**config.mk**
```make
export PLATFORM = sky130hd
export DESIGN_NAME = mitll_ndro_driver_flat
export DESIGN_NICKNAME = d
export VERILOG_FILES = /design/src/rtl/mitll_ndro_pkg.sv /design/src/rtl/mitll_ndro_if.sv /design/src/rtl/mitll_ndro_holdoff.sv /design/src/rtl/mitll_ndro_driver.sv /design/src/flat_wrapper.sv
export SDC_FILE = /design/constraint.sdc
export NUM_CORES = 1
export LEC_CHECK = 0
export CAP_MARGIN = 20
export CORE_AREA = 2 2 47 49
export DETAILED_ROUTE_END_ITERATION = 7
export DIE_AREA = 0 0 49 51
export HOLD_SLACK_MARGIN = 0.15
export PLACE_DENSITY = 0.78
export SLEW_MARGIN = 10
export SYNTH_ARGS = -nofsm -noshare
export SYNTH_HDL_FRONTEND = slang
export SYNTH_HIERARCHICAL = 1
export SYNTH_SLANG_ARGS = --single-unit
```
**constraint.sdc**
```tcl
create_clock -name clk -period 2.3 [get_ports clk]
set_input_delay 0.23 -clock clk [delete_from_list [all_inputs] [get_ports clk]]
set_output_delay 0.23 -clock clk [all_outputs]
set_load 0.02 [all_outputs]
```
**src/rtl/mitll_ndro_pkg.sv**
```systemverilog
// Shared definitions for the MITLL NDRO cell driver: op codes, FSM states and
// the hold-off counter width helper.
package mitll_ndro_pkg;

  localparam logic [1:0] OP_WR0 = 2'b00;
  localparam logic [1:0] OP_WR1 = 2'b01;
  localparam logic [1:0] OP_RD  = 2'b10;
  localparam logic [1:0] OP_RSV = 2'b11;

  typedef enum logic [2:0] {
    ST_INIT,
    ST_IDLE,
    ST_PULSE,
    ST_GAP,
    ST_WAIT_OUT,
    ST_RESP
  } fsm_t;

  function automatic int cnt_w(input int gap, input int win);
    int m;
    m = (gap > win) ? gap : win;
    return $clog2(m + 1);
  endfunction

endpackage

```
**src/rtl/mitll_ndro_if.sv**
```systemverilog
// Request/response bus between digital control logic and the NDRO driver.
interface mitll_ndro_if;

  logic       req_valid;
  logic       req_ready;
  logic [1:0] req_op;
  logic       rsp_valid;
  logic       rsp_data;
  logic       rsp_err;

  modport master (
    output req_valid, req_op,
    input  req_ready, rsp_valid, rsp_data, rsp_err
  );

  modport slave (
    input  req_valid, req_op,
    output req_ready, rsp_valid, rsp_data, rsp_err
  );

endinterface

```
**src/rtl/mitll_ndro_holdoff.sv**
```systemverilog
// Loadable down-counter timing the INIT gap, write gap and read window.
module mitll_ndro_holdoff #(
  parameter int CNT_W = 3
) (
  input  logic             clk,
  input  logic             reset,
  input  logic             load,
  input  logic [CNT_W-1:0] value,
  output logic             done
);

  logic [CNT_W-1:0] cnt;

  always_ff @(posedge clk) begin
    if (reset) begin
      cnt <= '0;
    end else if (load) begin
      cnt <= value;
    end else if (cnt != '0) begin
      cnt <= cnt - CNT_W'(1);
    end
  end

  assign done = (cnt == '0);

endmodule

```
**src/rtl/mitll_ndro_driver.sv**
```systemverilog
// Drives one MITLL NDRO cell: turns write/read requests into spaced set, reset
// and clk pulses and checks the read-out pulse against the tracked stored bit.
module mitll_ndro_driver
  import mitll_ndro_pkg::*;
#(
  parameter int GAP_CYCLES = 2,
  parameter int RD_WINDOW  = 4
) (
  input  logic           clk,
  input  logic           reset,
  mitll_ndro_if.slave    bus,
  output logic           set_p,
  output logic           reset_p,
  output logic           clk_p,
  input  logic           out_p,
  output logic           state_q,
  output logic           spur_err
);

  localparam int CW = cnt_w(GAP_CYCLES, RD_WINDOW);

  fsm_t          fsm_q;
  logic [1:0]    op_q;
  logic          init_q;
  logic          capture;
  logic          ho_load;
  logic [CW-1:0] ho_value;
  logic          ho_done;

  // Counter is loaded during the pulse cycle so it expires on the last gap/window cycle
  assign ho_load  = (fsm_q == ST_PULSE);
  assign ho_value = (op_q == OP_RD) ? CW'(RD_WINDOW - 1) : CW'(GAP_CYCLES - 1);

  mitll_ndro_holdoff #(.CNT_W(CW)) u_holdoff (
    .clk   (clk),
    .reset (reset),
    .load  (ho_load),
    .value (ho_value),
    .done  (ho_done)
  );

  always_ff @(posedge clk) begin
    if (reset) begin
      fsm_q         <= ST_INIT;
      init_q        <= 1'b0;
      set_p         <= 1'b0;
      reset_p       <= 1'b0;
      clk_p         <= 1'b0;
      bus.req_ready <= 1'b0;
      bus.rsp_valid <= 1'b0;
      bus.rsp_data  <= 1'b0;
      bus.rsp_err   <= 1'b0;
      state_q       <= 1'b0;
      spur_err      <= 1'b0;
    end else begin
      set_p         <= 1'b0;
      reset_p       <= 1'b0;
      clk_p         <= 1'b0;
      bus.rsp_valid <= 1'b0;
      bus.rsp_data  <= 1'b0;
      bus.rsp_err   <= 1'b0;
      if (out_p && fsm_q != ST_WAIT_OUT) spur_err <= 1'b1;

      case (fsm_q)
        // Cell initialisation reuses the write path as a silent write0
        ST_INIT: begin
          reset_p <= 1'b1;
          op_q    <= OP_WR0;
          init_q  <= 1'b1;
          fsm_q   <= ST_PULSE;
        end
        ST_IDLE: begin
          if (bus.req_valid && bus.req_ready) begin
            bus.req_ready <= 1'b0;
            op_q          <= bus.req_op;
            case (bus.req_op)
              OP_WR0: begin reset_p <= 1'b1; fsm_q <= ST_PULSE; end
              OP_WR1: begin set_p   <= 1'b1; fsm_q <= ST_PULSE; end
              OP_RD:  begin clk_p   <= 1'b1; fsm_q <= ST_PULSE; end
              default: begin
                bus.rsp_valid <= 1'b1;
                bus.rsp_err   <= 1'b1;
                fsm_q         <= ST_RESP;
              end
            endcase
          end
        end
        ST_PULSE: begin
          capture <= 1'b0;
          if (op_q == OP_WR1) state_q <= 1'b1;
          else if (op_q == OP_WR0) state_q <= 1'b0;
          fsm_q <= (op_q == OP_RD) ? ST_WAIT_OUT : ST_GAP;
        end
        ST_GAP: begin
          if (ho_done) begin
            if (init_q) begin
              init_q        <= 1'b0;
              bus.req_ready <= 1'b1;
              fsm_q         <= ST_IDLE;
            end else begin
              bus.rsp_valid <= 1'b1;
              bus.rsp_data  <= state_q;
              fsm_q         <= ST_RESP;
            end
          end
        end
        // Out pulse in the final window cycle still counts toward the response
        ST_WAIT_OUT: begin
          if (out_p) capture <= 1'b1;
          if (ho_done) begin
            bus.rsp_valid <= 1'b1;
            bus.rsp_data  <= capture | out_p;
            bus.rsp_err   <= (capture | out_p) != state_q;
            fsm_q         <= ST_RESP;
          end
        end
        ST_RESP: begin
          bus.req_ready <= 1'b1;
          fsm_q         <= ST_IDLE;
        end
        default: fsm_q <= ST_INIT;
      endcase
    end
  end

endmodule

```
**src/flat_wrapper.sv**
```systemverilog
// flat-port wrapper written by rule: the top's interface ports become plain ports
module mitll_ndro_driver_flat import mitll_ndro_pkg::*;
#(
  parameter int GAP_CYCLES = 2,
  parameter int RD_WINDOW  = 4
)
  (clk, reset, set_p, reset_p, clk_p, out_p, state_q, spur_err, bus_req_valid, bus_req_op, bus_req_ready, bus_rsp_valid, bus_rsp_data, bus_rsp_err);
  mitll_ndro_if bus_i ();
  input  logic clk;
  input  logic reset;
  output logic set_p;
  output logic reset_p;
  output logic clk_p;
  input  logic out_p;
  output logic state_q;
  output logic spur_err;
  input wire logic [$bits(bus_i.req_valid)-1:0] bus_req_valid;
  input wire logic [$bits(bus_i.req_op)-1:0] bus_req_op;
  output wire logic [$bits(bus_i.req_ready)-1:0] bus_req_ready;
  output wire logic [$bits(bus_i.rsp_valid)-1:0] bus_rsp_valid;
  output wire logic [$bits(bus_i.rsp_data)-1:0] bus_rsp_data;
  output wire logic [$bits(bus_i.rsp_err)-1:0] bus_rsp_err;
  assign bus_i.req_valid = bus_req_valid;
  assign bus_i.req_op = bus_req_op;
  assign bus_req_ready = bus_i.req_ready;
  assign bus_rsp_valid = bus_i.rsp_valid;
  assign bus_rsp_data = bus_i.rsp_data;
  assign bus_rsp_err = bus_i.rsp_err;
  mitll_ndro_driver #(.GAP_CYCLES(GAP_CYCLES), .RD_WINDOW(RD_WINDOW)) u_core (.clk(clk), .reset(reset), .bus(bus_i), .set_p(set_p), .reset_p(reset_p), .clk_p(clk_p), .out_p(out_p), .state_q(state_q), .spur_err(spur_err));
endmodule
```
After elaboration in Yosys (flattened, before gate mapping). Cells that the tools add are included.

Word-level logic and storage cells: 95. Output and inout bits: 9. Bits in registers: 19.

Eq/ne operators: 16. Mux-type cells: 39. Reductions and logical operators: 21. Bitwise operators: 4. Add/sub/neg operators: 1.

Operators by type and width (count): 3-bit two-way mux (8); 1-bit two-way mux (20); 3-bit case mux with 6 select lines (1); 1-bit case mux with 2 select lines (5); 2-bit nonzero test (5); 3-bit AND reduction (3); 2-bit by 1-bit != test with 1-bit output (second input constant) (4); 3-bit by 2-bit equality test with 1-bit output (second input constant) (2); 3-bit equality test (second input constant) (2); 3-bit logical NOT (2); 1-bit case mux with 3 select lines (2); 3-bit nonzero test (2); 3-bit OR reduction (2); 2-bit by 1-bit equality test with 1-bit output (second input constant) (2); 2-bit equality test (second input constant) (2); 2-bit logical NOT (2); 2-bit two-way mux (2); 2-bit case mux with 2 select lines (1); 2-bit AND reduction (2); 4-bit AND reduction (1); 3-bit by 1-bit equality test with 1-bit output (second input constant) (1); 3-bit != test (second input constant) (1); 1-bit inverter (3); 3-bit by 1-bit subtractor with 3-bit output (second input constant) (1); other kinds (4) (5).

Logic depth before layout (Yosys ltp). Gate-level depths: netlist of the first run.

Depth in word-level cells: 5. Mapped depth: 8. Gate-level depth less buffers: 8.

Modules after synthesis. Netlist of the first run, hierarchy kept.

By module, submodules not included: mitll_ndro_driver (cells an instance 93, area each 850.8 µm², times used 1); mitll_ndro_holdoff (cells an instance 22, area each 206.4 µm², times used 1).

Least setup slack after synthesis of the first run. OpenSTA, ideal clock, no wires.

Path type: flip-flop to flip-flop. From: reg u_core.fsm_q[1]. To: reg u_core.op_q[0] (enable). Stages on the path, launching flop included: 5. Arrival time: 1131 ps. Slack: 853 ps. Clock period less this slack: 1447 ps. Required time: 1984 ps. Buffers on the path: 2. Library setup time: 316 ps. Path through: dfxtp_1 buf_6 buf_2 or3_1 a21oi_1.

Longest elaborated chain between the ends: 3. Elaborated cells on any way between the ends: 5. Those cells by class: eq/ne (2); reduce/logical (3).

Ends and longest elaborated chain: start: declaration (line mitll_ndro_driver.sv:22) `fsm_t fsm_q;`; start signal: assignment (line mitll_ndro_driver.sv:92) `fsm_q <= (op_q == OP_RD) ? ST_WAIT_OUT : ST_GAP;`; 3-bit by 1-bit equality test with 1-bit output or 3-bit logical NOT (tied branches) (line mitll_ndro_driver.sv:64) `case (fsm_q)`; 2-bit by 1-bit != test with 1-bit output (no source line) or 2-bit nonzero test (tied branches); 3-bit AND reduction (no source line) (*); end signal: assignment (line mitll_ndro_driver.sv:75) `op_q <= bus.req_op;`; end: declaration (line mitll_ndro_driver.sv:23) `logic [1:0] op_q;`.

Every way passes the cells marked *; elsewhere a longest branch is shown, timed or not. A chain may end at the register's enable or synchronous reset.

Worst setup path after layout of the first run.
From: reg u_core.fsm_q[2]. To: reg u_core.u_holdoff.cnt[1].

Longest elaborated chain between the ends: 2. Elaborated cells on any way between the ends: 3. Those cells by class: eq/ne (1); mux (1); reduce/logical (1).

Ends and longest elaborated chain: 3-bit by 2-bit equality test with 1-bit output (*) (line mitll_ndro_driver.sv:31) `assign ho_load = (fsm_q == ST_PULSE);`; via u_core.ho_load (line mitll_ndro_driver.sv:26) `logic ho_load;`; 3-bit two-way mux or 2-bit nonzero test (tied branches); end signal: assignment (line mitll_ndro_holdoff.sv:18) `cnt <= value;`; end signal: assignment (line mitll_ndro_holdoff.sv:20) `cnt <= cnt - CNT_W'(1);`; end: declaration (line mitll_ndro_holdoff.sv:12) `logic [CNT_W-1:0] cnt;`.

Mark *: on every way through the listed nets, which the timed path passes. The rest lies on a longest branch.

==> flow_summary.ini, run 1 <==
[run_status]
status = finished, final reports clean

[synth]
synth_area_leaders = dfxtp_1, edfxtp_1, nor2b_1
syn_area_mm2 = 0.00106
synth_fp_nets = 123
synthTopCellsByCount = dfxtp_1, a21oi_1, inv_1, nor2_1, nor2b_1
synth.top_cell.area_share = 0.303
synth_top_cell_by_area = dfxtp_1
synth_cells = 115
ys_warn_count = 6
yosysSeqAreaShare = 0.388
synth_edf_count = 3
ys.flop_type = dfxtp_1
async_flop_share = 0
synth.most_common_cell = dfxtp_1
synth_cell_types = 45
avgSynthCellArea_um2 = 9.19
ys_seq_elements = 19

[die]
rows = 17
chipHeight_um = 51
die_area_mm2 = 0.00250
io_pins = 15
core_mm2 = 0.00206
die_w_um = 49
start_util = 0.512

[setup_path]
arrival_ps = 1980
cpPeakStageDelay_ps = 490
ff2ff_path_depth = 4
cpMaxStageDelayCell = dfxtp_1
worstSetupPathType = reg2reg
crit_path_start_kind = flip-flop
end_kind = flip-flop
path_cells = nand2b_1 -> nor2_1 -> nor2b_1 -> a2111oi_1
cp_max_fo = 13
cp.required_ps = 2480

[cells_and_area]
areaGrowthSynthToFinish_pct = 17.6
nFillCells = 197
multiInputGateArea_um2 = 576
seqCellArea_um2 = 410
drive_above_1_share = 0.123
diodes = 0
final_cells = 158
fin_nets = 139

[pwr]
peakVddDrop_mv = 0.656
leakage_uw = 0.000422
power.density_mw_per_mm2 = 1190

[timing]
clock.fmax_mhz = 556
finClkSkew_ps = 5.16
slew_headroom = 0.638
period_needed_ps = 1800
slew_viol_final = 0
setup_tns_ps = 0
setup_viol_count_final = 0
grt_setup_unrepaired = false
worstMarginPinSlew_ps = 543
hold_viol = 0
whs_ps = 483
setup_ws_ps = 501
final.period_utilization = 0.782

[global_route]
grt_max_degree = 18
grt_pass1_wl_um = 3760
first_global_vias = 837
antenna_found_initial = 0
gr-total-overflow = 0
grt.total_usage = 0.192

[clock_tree]
cts_root_buf = clkbuf_4
clockBufferDepth = 2
clk_pin_slew_worst_paths_ps = 100
cts_hold_repair.buffers = 0
cts_tree = done
cts_setup_buffers = 0
numClockSinks = 19
clk_latency_ps = 280
cts_htree_levels = 1
cts-resized-gates = 0
cts_buffers = 3

[routing]
vias_per_cell = 5.68
drt_pass1_iterations = 4
wl_um = 2170
vias = 897
drt_iter0_markers = 25
drc = 0
post_drt_wl_per_cell_um = 13.7
drtAntennaViolNets = 0

[min_path]
hp-class = reg2reg
whs_path_depth = 2

[placed_design]
dp_hpwl_um = 1590
dp.cells = 154
portBuffers = 14
gp_congestion = 0.800
place_ws_ps = 533

[job]
cap_viol_max_count = 0
## cell families (layout without fill, tap and decap cells)
group / count (synthesis) / after routing / synth area share
compound gates: 31 / 31 / 0.230
fa+ha+maj: 2 / 2 / 0.0237
mux: 1 / 1 / 0.00947
other cells: 2 / 2 / 0.00710
buf+inv: 15 / 30 / 0.0674
flops: 19 / 19 / 0.388
xor+xnor: 2 / 2 / 0.0166
simple gates: 43 / 43 / 0.258
## cells in the final DEF, fill, tap and decap left out, types with 2 or more instances in the layout
cell type,netlist,layout
dfxtp_1,16,16
nor2_1,8,8
nor3b_1,3,3
o21ai_0,5,5
clkbuf_4,0,3
nand2_1,4,4
edfxtp_1,3,3
xnor2_1,2,2
inv_1,8,8
or3_1,2,2
a211oi_1,3,3
buf_4,1,3
nor4b_1,4,4
ha_1,2,2
nor2b_1,8,8
clkdlybuf4s50_1,0,14
nand2b_1,2,2
o211ai_1,2,2
conb_1,2,2
a21oi_1,9,9
nand3_1,2,2
a2111oi_1,2,2
## critical path: cells and delay by family (launching register included)
kind	cells	cell delay (ps)
compound gates	1	380
simple gates	3	820
flops	1	490
## metal layers
metal	global-route usage	share of wire	up-vias
met2	0.333	0.48	29
li1	-	-	447
met3	0.0263	0.041	2
met4	0.0429	0.0065	0
met5	0	0	-
met1	0.254	0.48	419
## registers in the layout, indices dropped and copies added (netlist names)
| name | cells |
|---|---|
| u_core/init_q | 1 |
| u_core/op_q | 2 |
| u_core/state_q | 1 |
| u_core/spur_err | 1 |
| u_core/bus.rsp_valid | 1 |
| u_core/capture | 1 |
| u_core/bus.rsp_data | 1 |
| u_core/fsm_q | 3 |
| u_core/set_p | 1 |
| u_core/clk_p | 1 |
| u_core/bus.req_ready | 1 |
| u_core/reset_p | 1 |
| u_core/bus.rsp_err | 1 |
| u_core/u_holdoff/cnt | 3 |
## final cells by class
| cell class | instances | area share |
|---|---|---|
| clock buffer | 4 | 0.0211 |
| inverter | 9 | 0.0272 |
| multi-input combinational | 81 | 0.463 |
| sequential | 19 | 0.330 |
| tap | 28 | 0.0282 |
| timing repair buffer | 17 | 0.131 |
## per-stage QoR
step,utilization,cell area [um^2],total power (uW)
6_report,0.603,1240,1480
5_1_grt,0.603,1240,1610
4_1_cts,0.603,1240,1480
3_5_place_dp,0.590,1220,1310
3_3_place_gp,0.590,1220,1290
2_1_floorplan,-,1060,1150
## final timing paths
kind / from / to / slack [ps]
min: u_core/spur_err / u_core/spur_err / 480
max reg2reg: u_core/fsm_q[2] / u_core/u_holdoff/cnt[1] / 500
max: u_core/fsm_q[2] / u_core/u_holdoff/cnt[1] / 500
min reg2reg: u_core/spur_err / u_core/spur_err / 480
## where the power goes
group          total, uW  internal [uW]  switching, uW  leakage, uW
registers            548            438            111     0.000160
clock network        162           67.2           94.4    0.0000150
logic                772            327            445     0.000246
total               1480            832            650     0.000422
Power figures use the tool's default switching activity.
==> inputs of run 2 (changes only) <==
--- a/config.mk
+++ b/config.mk
@@ -6,11 +6,11 @@
 export NUM_CORES = 1
 export LEC_CHECK = 0
 export CAP_MARGIN = 20
-export CORE_AREA = 2 2 47 49
+export CORE_AREA = 2 2 51 53
 export DETAILED_ROUTE_END_ITERATION = 7
-export DIE_AREA = 0 0 49 51
+export DIE_AREA = 0 0 53 55
 export HOLD_SLACK_MARGIN = 0.15
-export PLACE_DENSITY = 0.78
+export PLACE_DENSITY = 0.7
 export SLEW_MARGIN = 10
 export SYNTH_ARGS = -nofsm -noshare
 export SYNTH_HDL_FRONTEND = slang
==> constraint.sdc (replaced) <==
create_clock -name clk -period 1.5 [get_ports clk]
set_input_delay 0.15 -clock clk [delete_from_list [all_inputs] [get_ports clk]]
set_output_delay 0.15 -clock clk [all_outputs]
set_load 0.02 [all_outputs]
==> flow_summary.ini, run 2 (synthesis results as in run 1) <==
[run_status]
status = finished, final reports clean

[clock_tree]
clockBufferDepth = 2
cts_root_buf = clkbuf_4
cts_buffers = 3
clk_pin_slew_worst_paths_ps = 120
clk_latency_ps = 300
cts_tree = done
numClockSinks = 19
cts_htree_levels = 1
cts_setup_buffers = 0

[setup_path]
cp_max_fo = 9
crit_path_start_kind = flip-flop
reg2reg_to = u_core/bus.rsp_err
end_kind = flip-flop
r2r_slack_ps = 90
worstSetupPathType = reg2reg
arrival_ps = 1610
crit-reg2reg-launch = u_core/fsm_q[0]
cp.required_ps = 1700
startpoint = u_core/fsm_q[0]
ff2ff_path_depth = 3

[timing]
finClkSkew_ps = 9.48
clock.fmax_mhz = 709
final.period_utilization = 0.941
period_needed_ps = 1410
slew_viol_final = 0
setup_tns_ps = 0
setup_viol_count_final = 0
hold_viol = 0
grt_setup_unrepaired = false

[min_path]
min_delay_worst_endpoint = u_core/spur_err
whs_path_depth = 2
hp-start = u_core/spur_err
hp-class = reg2reg

[die]
start_util = 0.447
io_pins = 15
core_mm2 = 0.00236
die_area_mm2 = 0.00292
chipHeight_um = 55
rows = 18
die_w_um = 53

[cells_and_area]
multiInputGateArea_um2 = 618
diodes = 0
stdcell_area_mm2 = 0.00145
final_common_cell = buf_4
fin_nets = 159
areaGrowthSynthToFinish_pct = 36.7
final_util = 0.611
reg_top3 = u_core/fsm_q: 3 flops, u_core/u_holdoff/cnt: 3 flops, u_core/op_q: 2 flops
seqCellArea_um2 = 417
drive_above_1_share = 0.327
nFillCells = 212
final_cells = 180
final_cell_mix = buf_4, dfxtp_1, clkdlybuf4s50_1, nor2_1, a21oi_1

[placed_design]
portBuffers = 14
gp_congestion = 0.858
place_area_mm2 = 0.00137
dp_hpwl_um = 1910
dp.cells = 176

[routing]
wl_um = 2580
post_drt_wl_per_cell_um = 14.4
drt_iter0_markers = 28
vias = 1003
drt_pass1_iterations = 4
drc = 0
vias_per_cell = 5.57
drtAntennaViolNets = 0

[global_route]
grt_pass1_wl_um = 4300
first_global_vias = 961
antenna_found_initial = 0
grt.total_usage = 0.204
gr-total-overflow = 0
grt_max_degree = 17

[pwr]
peakVddDrop_mv = 1.13
total_power_uw = 2790
power.density_mw_per_mm2 = 1930
leakage_uw = 0.000535

[job]
cap_viol_max_count = 0
-- run 2: changes by cell type in the layout (fill, tap and decap cells not counted), sizes merged --
cell / previous run / this run
buf: 3 / 23
clkdlybuf4s50: 14 / 12
dlygate4sd2: 0 / 2
-- run 2: metrics by stage --
step	setup slack, ps	hold slack (ps)
after floorplan	53.4	218
after global placement	27.4	454
after detailed placement	-26.4	477
after CTS	0.819	492
after global routing	1.01	500
final	89.0	487
-- run 2: how the worst max path moves through the flow --
stage	end	cells after the start
after global routing	u_core/u_holdoff/cnt[1]	5
after CTS	u_core/bus.rsp_err	5
after detailed placement	u_core/fsm_q[1]	6
after global placement	u_core/bus.rsp_err	4
final	u_core/bus.rsp_err	3
after floorplan	u_core/op_q[0]	4
-- run 2: final cells by class --
class / instances / share of cell area
Multi-Input combinational cell: 81 / 0.428
Timing Repair Buffer: 37 / 0.215
Inverter: 9 / 0.0251
Tap cell: 30 / 0.0260
Clock buffer: 4 / 0.0182
Sequential cell: 19 / 0.288
-- run 2: repair_timing --
| item | CTS | global route |
|---|---|---|
| pin swaps | 0 | 5 |
| endpoints found under the setup margin | 4 | 13 |
| cloned | 0 | 0 |
| hold buffers | 0 | 0 |
| gates resized for setup | 4 | 16 |
-- run 2: per-layer routing --
layer  up-vias  global-route usage  wire length, um
met1       474               0.265             1160
li1        485                   -                -
met3         8              0.0242              109
met2        36               0.344             1270
met5         -                   0                0
met4         0              0.0897               47
-- run 2: power by group --
group | internal [uW] | switching, uW
clock network | 103 | 159
logic | 826 | 833
registers | 685 | 185
-- run 2: critical path: stages (launching register included) --
cell	delay (ps)
dfxtp_1	540
nand4_2	190
or2_4	300
a2111oi_4	280
==> inputs of run 3 (changes only) <==
--- a/config.mk
+++ b/config.mk
@@ -11,7 +11,7 @@
 export DIE_AREA = 0 0 53 55
 export HOLD_SLACK_MARGIN = 0.15
 export PLACE_DENSITY = 0.7
-export SLEW_MARGIN = 10
+export SLEW_MARGIN = 20
 export SYNTH_ARGS = -nofsm -noshare
 export SYNTH_HDL_FRONTEND = slang
 export SYNTH_HIERARCHICAL = 1
==> results of run 3 <==
No change in the layout: final DEF, timing and power equal those of run 2.
